$ cat src/rtl/drive_output_stage.sv
// drive_output_stage: fetches row/col pattern words on address change, muxes per channel, drives registered outputs with polarity and optional dead-time (macro DRIVE_OUTPUT_DEADTIME_EN); ports: clock, reset, row_select, col_select, output_active, inverter_select, row_col_select, mem_rd_en, mem_addr, mem_rd_data, drive_out, pattern_valid, fetch_busy
module drive_output_stage #(
    parameter int MEM_ADDRESS_LENGTH = 7,
    parameter int DEAD_CYCLES = 4
) (
    input  logic                          clock,
    input  logic                          reset,
    input  logic [MEM_ADDRESS_LENGTH-1:0] row_select,
    input  logic [MEM_ADDRESS_LENGTH-1:0] col_select,
    input  logic                          output_active,
    input  logic [15:0]                   inverter_select,
    input  logic [15:0]                   row_col_select,
    output logic                          mem_rd_en,
    output logic [MEM_ADDRESS_LENGTH:0]   mem_addr,
    input  logic [15:0]                   mem_rd_data,
    output logic [15:0]                   drive_out,
    output logic                          pattern_valid,
    output logic                          fetch_busy
);
    localparam int AW = MEM_ADDRESS_LENGTH;
    if (DEAD_CYCLES < 1 || DEAD_CYCLES > 255) begin : g_bad_dead_cycles
        $error("DEAD_CYCLES must be within 1..255");
    end
    typedef enum logic [2:0] {
        IDLE,
        RD_ROW,
        RD_COL,
        LATCH
`ifdef DRIVE_OUTPUT_DEADTIME_EN
        , DEAD
`endif
    } state_t;
    state_t state, state_d;
    logic [AW-1:0] row_q, col_q, frow_q, fcol_q;
    logic first_q, pending_q, commit, chg;
    logic [15:0] row_word, next_pattern, commit_pat, pattern_q, dead_mask;
    assign chg = (row_select != row_q) || (col_select != col_q);
    assign next_pattern = (row_col_select & mem_rd_data) | (~row_col_select & row_word);
    assign fetch_busy = (state != IDLE);
`ifdef DRIVE_OUTPUT_DEADTIME_EN
    logic load_dead;
    logic [7:0] dead_cnt;
    logic [15:0] next_q;
    assign commit_pat = (state == DEAD) ? next_q : next_pattern;
    always_ff @(posedge clock) begin
        if (reset) begin
            dead_mask <= '0;
            dead_cnt <= '0;
            next_q <= '0;
        end else if (load_dead) begin
            dead_mask <= pattern_q ^ next_pattern;
            dead_cnt <= 8'(DEAD_CYCLES - 1);
            next_q <= next_pattern;
        end else if (state == DEAD) begin
            dead_cnt <= dead_cnt - 8'd1;
            dead_mask <= commit ? 16'h0 : dead_mask;
        end
    end
`else
    assign dead_mask = '0;
    assign commit_pat = next_pattern;
`endif
    always_comb begin
        state_d = state;
        mem_rd_en = 1'b0;
        mem_addr = '0;
        commit = 1'b0;
`ifdef DRIVE_OUTPUT_DEADTIME_EN
        load_dead = 1'b0;
`endif
        case (state)
            IDLE: state_d = (chg || first_q || pending_q) ? RD_ROW : IDLE;
            RD_ROW: begin
                mem_rd_en = 1'b1;
                mem_addr = {1'b0, frow_q};
                state_d = RD_COL;
            end
            RD_COL: begin
                mem_rd_en = 1'b1;
                mem_addr = {1'b1, fcol_q};
                state_d = LATCH;
            end
            LATCH: begin
                // a stale fetch is thrown away and restarted from the live address
                if (pending_q || chg) state_d = RD_ROW;
`ifdef DRIVE_OUTPUT_DEADTIME_EN
                else if (next_pattern != pattern_q) begin
                    load_dead = 1'b1;
                    state_d = DEAD;
                end
`endif
                else begin
                    commit = 1'b1;
                    state_d = IDLE;
                end
            end
`ifdef DRIVE_OUTPUT_DEADTIME_EN
            DEAD: if (dead_cnt == 8'd0) begin
                commit = 1'b1;
                state_d = IDLE;
            end
`endif
            default: state_d = IDLE;
        endcase
    end
    always_ff @(posedge clock) begin
        if (reset) begin
            state <= IDLE;
            row_q <= '0;
            col_q <= '0;
            frow_q <= '0;
            fcol_q <= '0;
            first_q <= 1'b1;
            pending_q <= 1'b0;
            row_word <= '0;
            pattern_q <= '0;
            pattern_valid <= 1'b0;
            drive_out <= '0;
        end else begin
            state <= state_d;
            row_q <= row_select;
            col_q <= col_select;
            // RD_ROW is only ever entered, never held, so state_d==RD_ROW marks entry
            if (state_d == RD_ROW) begin
                frow_q <= row_select;
                fcol_q <= col_select;
                first_q <= 1'b0;
                pending_q <= 1'b0;
            end else if (chg) begin
                pending_q <= 1'b1;
            end
            if (state == RD_COL) row_word <= mem_rd_data;
            if (commit) begin
                pattern_q <= commit_pat;
                pattern_valid <= 1'b1;
            end
            drive_out <= (pattern_q & {16{output_active}} & ~dead_mask) ^ inverter_select;
        end
    end
endmodule

$ cat config.mk
export PLATFORM = sky130hd
export DESIGN_NAME = drive_output_stage
export DESIGN_NICKNAME = d
export VERILOG_FILES = /design/src/rtl/drive_output_stage.sv
export SDC_FILE = /design/constraint.sdc
export NUM_CORES = 1
export LEC_CHECK = 0
export CAP_MARGIN = 0
export CORE_MARGIN = 2
export CORE_UTILIZATION = 45
export CTS_CLUSTER_DIAMETER = 80
export DETAILED_ROUTE_END_ITERATION = 6
export DONT_BUFFER_PORTS = 1
export SYNTH_ARGS = -nofsm -noshare
export SYNTH_HDL_FRONTEND = slang
export SYNTH_SLANG_ARGS = --single-unit
$ cat constraint.sdc
create_clock -name clock -period 2.9 [get_ports clock]
set_input_delay 0.58 -clock clock [delete_from_list [all_inputs] [get_ports clock]]
set_output_delay 0.58 -clock clock [all_outputs]
set_load 0.03 [all_outputs]
# Word level (Yosys, flattened, before mapping)
# Cells that the tools add are included.
word_totals:
  memories: 0
  elab_cells: 38
  ramBits: 0
  rom_bits: 0
  latch_bits: 0
  in_bits: 65
  out_inout_bits: 27
  register_bits: 82
op_classes:
  reduce_logical: 8
  mux: 7
  n_addsub: 0
  div: 0
  bitwise: 6
  order_cmp: 0
  n_eq_ne: 6
  shift: 0
  multipliers: 0
ops:
  columns: ["cell", "count"]
  rows:
  - ["$and A16 B16 Y16", 3]
  - ["$not A16 Y16", 1]
  - ["$or A16 B16 Y16", 1]
  - ["$pmux W8 S2", 1]
  - ["$xor A16 B16 Y16", 1]
  - ["$ne A7 B7 Y1", 2]
  - ["$pmux W2 S4", 1]
  - ["$eq A3 B1 Y1 const B", 2]
  - ["$eq A3 B2 Y1 const B", 2]
  - ["$mux W1", 5]
  - ["$logic_or A1 B1 Y1", 4]
  - ["$reduce_or A2 Y1", 2]
  - ["$logic_not A3 Y1", 1]
  - ["$reduce_bool A3 Y1", 1]

# Longest topological paths before layout
# Gate-level depths: netlist (run 1).
depth:
  word_depth: 8
  ltp_mapped: 8
  mapped_depth_nobuf: 6

# Least setup slack after synthesis (run 1)
# Ideal clock, no wire load.
synth_timing:
  kind: "flip-flop to output port"
  startpoint: "reg state[0]"
  endpoint: "out mem_addr[3]"
  n_path_buf: 2
  setup_slack_ns: 0.575
  stages_incl_launch_ff: 7
  arrival_ns: 1.745
  cell_sequence: "dfxtp_1 inv_1 ha_1 clkbuf_1 clkbuf_1 a22oi_1 nor2b_1"
synth_between:
  elab_chain_len: 2
  elab_cells_between_ends: 3
  cone_classes: "eq/ne (2); mux (1)"
synth_lines:
  columns: ["item", "line", "text"]
  rows:
  - ["start: declaration", "33", "state_t state, state_d;"]
  - ["start signal: assignment", "120", "state <= state_d;"]
  - ["$eq A3 B2 Y1 / $eq A3 B1 Y1 (equally long branches)", "71", "case (state)"]
  - ["$pmux W8 S2 (*)", "71", null]
  - ["end: declaration", "14", "output logic [MEM_ADDRESS_LENGTH:0] mem_addr,"]
# Every way passes the cells marked *; elsewhere a longest branch is shown, timed or not.

# Final worst setup path (run 1)
layout_timing:
  startpoint: "reg state[0]"
  endpoint: "out mem_addr[2]"
# The elaborated chain is that of the path after synthesis.

==> results by group, run 1 <==
Floorplan
  • Core area: 7290 sq um
  • Initial Util: 46.6%
  • IO Pins: 92
  • Die span in y: 90.9 um
  • Die area: 8250 sq um
  • Row cnt: 31
  • Die W: 90.9 um

Timing
  • Final period util: 85.4%
  • Min Hold Slack: 0.311 ns
  • Setup Viol. Count Final: 0
  • Setup TNS: 0 ns
  • Max-slew violations: 0
  • Worst-margin pin slew: 0.643 ns
  • Max Fclk: 404 MHz
  • RSZ-0062 raised after global routing: false
  • Final Hold Fails: 0
  • Setup Skew: 0.0114 ns
  • Rel. slew slack: 57.1%
  • Tmin final: 2.48 ns

Route
  • DR iter-0 viols: 79
  • Drt drc: 0
  • Total number of vias: 2,150
  • Post-route ant nets: 0
  • Vias per cell: 5.01
  • Total Wirelength: 6.55 mm
  • WL/cell: 15.3 um
  • First-pass iteration count of the detailed router: 4

Global route
  • Vias in the first global route: 2,127
  • Initial antenna violation count: 0
  • GRT Resource Usage Total: 16.0%
  • First-pass GRT wire length: 10.7 mm
  • Largest net degree at the start of global routing: 82
  • Total grt overflow: 0

Worst setup path
  • Worst setup EP type: primary output
  • CP max FO: 13
  • Nature of the critical path startpoint: flop
  • Top delay family on crit path: adder cells
  • WP buf/inv: 2
  • Slowest stage cell, crit path: ha_1
  • Req. time, crit path: 2.32 ns
  • Crit-path cells: inv_1, ha_1, a22oi_1, nor2b_1, buf_4
  • Worst EP arrival: 1.90 ns
  • CP max stage delay: 0.58 ns
  • Setup Crit Path Kind: reg -> out

Logic synthesis
  • Yosys warnings: 0
  • Share of the synthesized area in the top cell type: 47.8%
  • Post-synthesis mux area share: 15.1%
  • Synth top area cells: dfxtp_1 (48%), mux2i_1 (9.4%), xor2_1 (7.7%)
  • Area leader, netlist: dfxtp_1
  • Synth Area in Simple Gates: 14.4%
  • Post-synthesis xor/xnor area fraction: 7.74%
  • Mapped Nets: 397
  • Average size of a mapped cell: 10.4 sq um
  • Post-synthesis cell type count: 25
  • Compound-Gate Fraction of Synth Area: 9.10%
  • Post-synthesis adder-cell area fraction: 1.84%
  • Synthesized area: 3390 sq um
  • Flops & latches, synth: 81
  • Sequential share of the synthesized area: 47.8%
  • Main combinational cell family by area after synthesis: multiplexers
  • Mapped Cells: 327

Power
  • Net Sw Frac: 31.3%
  • Logic pwr share: 28.5%
  • Switch Pwr: 1.01 mW
  • Clock group share of total power: 28.0%
  • Static leakage: 1.41 nW
  • Peak supply drop: 0.407 mV
  • Sequential Power Share: 43.5%
  • Power Dens Cells: 873 nW/um^2
  • Pint: 2.21 mW

Placed design
  • PortBufs: 0
  • Placer Congestion: 0.762
  • DP Wirelength: 4.35 mm

Clock network
  • TritonCTS clock tree: done
  • Post_cts resized: 0
  • H-tree depth: 3
  • CTS Buf Count: 9
  • CTS Buffer Depth: 2
  • Hold buffers post-CTS: 0
  • CTS root buf: clkbuf_8
  • Worst-Skew Late Latency: 0.34 ns
  • Reg clk slew, reported paths: 0.08 ns
  • Clock sinks: 81
  • Postcts setup bufs: 0

Cells and area
  • Share of post-route cells with drive strength above 1: 13.0%
  • Layout fillers: 707
  • Final #Nets: 395
  • P&R area growth vs syn: 8.55%
  • # diodes: 0

Worst hold path
  • Worst Hold Class: in -> reg

Status
  • Outcome: complete, no violations

Run
  • Max_cap viols: 0
[layout by cell type, fill, tap and decap left out, types with 7 or more instances in the layout]
master / count
xor2_1: 30
dfxtp_1: 81
nor2_1: 35
a22oi_1: 7
nor2b_1: 36
mux2_4: 9
nand2_1: 16
mux2i_1: 32
a21oi_1: 17
clkbuf_8: 9
buf_4: 10
a311oi_1: 16
[power by group through the flow]
stage	registers (mW)	logic, mW	clock network (mW)
2_1_floorplan	1.40	0.840	0
3_3_place_gp	1.42	0.917	0
3_5_place_dp	1.42	0.930	0
4_1_cts	1.40	0.930	0.930
5_1_grt	1.42	0.994	0.980
6_report	1.40	0.918	0.900
[sequential cells by signal (all words and copies together) (netlist names)]
signal and cells:
pending_q 1, row_word 16, fcol_q 7, row_q 7, first_q 1, state 2
frow_q 7, pattern_valid 1, drive_out 16, pattern_q 16, col_q 7
[layout make-up]
type	count	area (sq um)	area share [%]
clock buffer	10	128	3.46
timing repair buffer	10	75.1	2.04
multi-input combinational	220	1640	44.4
inverter	3	11.3	0.306
clock inverter	6	90.1	2.44
tap	99	124	3.36
sequential	81	1620	44.0
[worst register-to-register path: cells and delay by family (launching register included)]
| kind | cells | cell delay (ns) |
|---|---|---|
| AOI/OAI and AO/OA | 2 | 0.83 |
| adders and majority gates | 1 | 0.43 |
| muxes | 1 | 0.40 |
| DFF | 1 | 0.36 |
| buffers and inverters | 1 | 0.09 |
[worst paths after layout]
check	from	slack [ns]	end	cells after the start
hold reg to reg	first_q	0.46	first_q	1
setup reg to reg	state[0]	0.68	fcol_q[2]	5
setup / recovery	state[0]	0.42	mem_addr[2]	5
hold / removal	reset	0.31	state[1]	1
[routing by layer]
| layer | vias to the layer above | global-route usage (%) | share of wire [%] | wire length [um] |
|---|---|---|---|---|
| met5 | - | 0 | 0 | 0 |
| met4 | 0 | 5.81 | 1.6 | 102 |
| met3 | 12 | 5.26 | 6.5 | 426 |
| met2 | 64 | 23.9 | 44 | 2880 |
| met1 | 970 | 21.6 | 48 | 3140 |
| li1 | 1104 | - | - | - |
[Yosys cell counts]
| library cell | number |
|---|---|
| a21o_1 | 2 |
| a21oi_1 | 17 |
| a22oi_1 | 7 |
| a311oi_1 | 16 |
| and4_1 | 1 |
| buf_1 | 2 |
| buf_12 | 1 |
| buf_2 | 4 |
| buf_4 | 1 |
| buf_6 | 2 |
| clkbuf_1 | 13 |
| dfxtp_1 | 81 |
| ha_1 | 5 |
| inv_1 | 3 |
| mux2_2 | 5 |
| mux2_4 | 9 |
| mux2i_1 | 32 |
| nand2_1 | 16 |
| nand4_1 | 1 |
| nor2_1 | 35 |
| nor2b_1 | 36 |
| nor3_1 | 4 |
| nor4_2 | 3 |
| o21ai_4 | 1 |
| xor2_1 | 30 |
[stage by stage]
step	std cells	cell area (sq um)	utilization, %	power (mW)	setup WS [ns]
floorplan	327	3390	-	2.24	0.575
global placement	413	3470	47.5	2.33	0.487
detailed placement	413	3470	47.5	2.35	0.450
CTS	429	3680	50.5	3.26	0.400
global route	429	3680	50.5	3.40	0.251
finish	429	3680	50.5	3.22	0.424
[logic make-up after synthesis]
group | count (synthesis)
simple gates | 96
buf+inv | 26
fa+ha+maj | 5
compound gates | 43
flops | 81
mux | 46
xor+xnor | 30
Power figures use the tool's default switching activity.
==> run 2: changes to the inputs <==
--- a/config.mk
+++ b/config.mk
@@ -11,6 +11,7 @@
 export CTS_CLUSTER_DIAMETER = 80
 export DETAILED_ROUTE_END_ITERATION = 6
 export DONT_BUFFER_PORTS = 1
+export PLACE_DENSITY = 0.68
 export SYNTH_ARGS = -nofsm -noshare
 export SYNTH_HDL_FRONTEND = slang
 export SYNTH_SLANG_ARGS = --single-unit
==> run 2 against run 1 <==
Total power increased by 0.67%. Critical path depth unchanged. Via count grew 1.8%. Final area increased by 0.44%.
==> results by group, run 2 (synthesis results as in run 1) <==
Floorplan
  • IO Pins: 92 (unchanged)
  • Die W: 90.9 um (unchanged)
  • Initial Util: 46.6% (unchanged)
  • Core area: 7290 sq um (unchanged)
  • Die area: 8250 sq um (unchanged)
  • Die span in y: 90.9 um (unchanged)
  • Row cnt: 31 (unchanged)

Worst setup path
  • CP max stage delay: 0.62 ns (+0.04 ns)
  • Setup Crit Path Kind: reg -> out
  • WP buf/inv: 2 (unchanged)
  • Slowest stage cell, crit path: ha_1
  • R2R Path Start: state[0]
  • Critical path origin: state[0]
  • Nature of the critical path startpoint: flop
  • Worst EP arrival: 1.96 ns (+0.06 ns)
  • Worst setup EP type: primary output
  • Crit-path cells: inv_1, ha_1, a22oi_1, nor2b_1, buf_4
  • CP max FO: 14 (+1)
  • Top delay family on crit path: adder cells
  • Req. time, crit path: 2.32 ns (about the same)

Route
  • Drt drc: 0 (unchanged)
  • Total number of vias: 2,189 (+1.8%)
  • Post-route ant nets: 0 (unchanged)
  • First-pass iteration count of the detailed router: 4 (unchanged)
  • DR iter-0 viols: 58 (-27%)
  • Vias per cell: 5.09 (+1.6%)
  • WL/cell: 14.6 um (-4.5%)
  • Total Wirelength: 6.27 mm (-4.3%)

Global route
  • Largest net degree at the start of global routing: 82 (unchanged)
  • GRT Resource Usage Total: 15.8% (-0.24 points)
  • Initial antenna violation count: 0 (unchanged)
  • Total grt overflow: 0 (unchanged)
  • Vias in the first global route: 2,152 (+1.2%)
  • First-pass GRT wire length: 10.4 mm (-2.2%)

Clock network
  • CTS Buffer Depth: 2 (unchanged)
  • Clock sinks: 81 (unchanged)
  • Worst-Skew Late Latency: 0.35 ns (about the same)
  • CTS root buf: clkbuf_8
  • Reg clk slew, reported paths: 0.09 ns (about the same)
  • CTS Buf Count: 9 (unchanged)
  • H-tree depth: 3 (unchanged)
  • Postcts setup bufs: 0 (unchanged)
  • TritonCTS clock tree: done
  • Hold buffers post-CTS: 0 (unchanged)
  • Post_cts resized: 0 (unchanged)

Timing
  • Worst-margin pin slew: 0.701 ns (+0.0582 ns)
  • Tmin final: 2.54 ns (+0.0597 ns)
  • Setup TNS: 0 ns (unchanged)
  • Setup Skew: 0.0128 ns (+0.00148 ns)
  • Final period util: 87.4% (+2.1 points)
  • Max Fclk: 394 MHz (-2.4%)
  • RSZ-0062 raised after global routing: false
  • Max-slew violations: 0 (unchanged)
  • Setup Viol. Count Final: 0 (unchanged)
  • Rel. slew slack: 53.2% (-3.9 points)
  • Final Hold Fails: 0 (unchanged)

Power
  • Power Dens Cells: 875 nW/um^2 (+0.23%)
  • Static leakage: 1.42 nW (+0.57%)
  • Pwr Total: 3.24 mW (+0.67%)
  • Peak supply drop: 0.491 mV (+21%)

Cells and area
  • Final #Nets: 396 (+0.25%)
  • Commonest cells after routing, fill and taps aside: dfxtp_1 (81), nor2b_1 (36), nor2_1 (35)
  • Layout fillers: 689 (-2.5%)
  • P&R area growth vs syn: 9.03%
  • Most common cell after layout, fill and taps aside: dfxtp_1
  • Top flop regs: drive_out: 16 flops, pattern_q: 16 flops, row_word: 16 flops
  • # diodes: 0 (unchanged)
  • Share of post-route cells with drive strength above 1: 13.6% (+0.56 points)

Worst hold path
  • Worst hold start: reset
  • Worst Hold Class: in -> reg

Status
  • Outcome: complete, no violations

Placed design
  • Placer Congestion: 0.761 (about the same)
  • DP Wirelength: 4.22 mm (-3.0%)
  • PortBufs: 0 (unchanged)

Run
  • Max_cap viols: 0 (unchanged)
run 2: cell count changes in the layout (fill, tap and decap cells not counted):
| cell | change |
|---|---|
| clkbuf_1 | -1 |
| buf_4 | +1 |
| inv_6 | -1 |
| clkinv_2 | -1 |
| clkinv_4 | +3 |
run 2: metrics by stage:
step           instances  instance area [sq um]  setup slack, ns  hold WS, ns  util (%)
2_1_floorplan        327                   3390            0.575        0.427         -
3_3_place_gp         414                   3470            0.551        0.435      47.6
3_5_place_dp         414                   3470            0.512        0.443      47.6
5_1_grt              430                   3700            0.177        0.282      50.8
4_1_cts              430                   3700            0.312        0.278      50.8
6_report             430                   3700            0.364        0.310      50.8
run 2: worst paths after layout:
path	end	slack [ns]	depth (start not counted)
setup / recovery	mem_addr[4]	0.36	5
hold / removal	col_q[0]	0.31	1
setup reg to reg	frow_q[6]	0.64	5
hold reg to reg	first_q	0.47	1
run 2: final cells by class:
class / instances / area [sq um] / share of cell area (%)
clock buffers: 9 / 124 / 3.35
clock inverters: 7 / 103 / 2.77
inverters: 3 / 11.3 / 0.304
multi-input cells: 220 / 1640 / 44.2
flip-flops and latches: 81 / 1620 / 43.8
well taps: 99 / 124 / 3.35
repair buffers: 11 / 82.6 / 2.23
run 2: where the power goes:
part	leakage, nW	switching (mW)	internal, mW
clock	0.110	0.426	0.492
sequential	0.666	0.109	1.29
combinational	0.642	0.486	0.434
run 2: per-layer routing:
layer  track usage [%]  part of all wire, %
met1              21.0                   47
met2              22.7                   43
met3              5.51                  8.0
met4              7.58                  1.4
met5                 0                    0
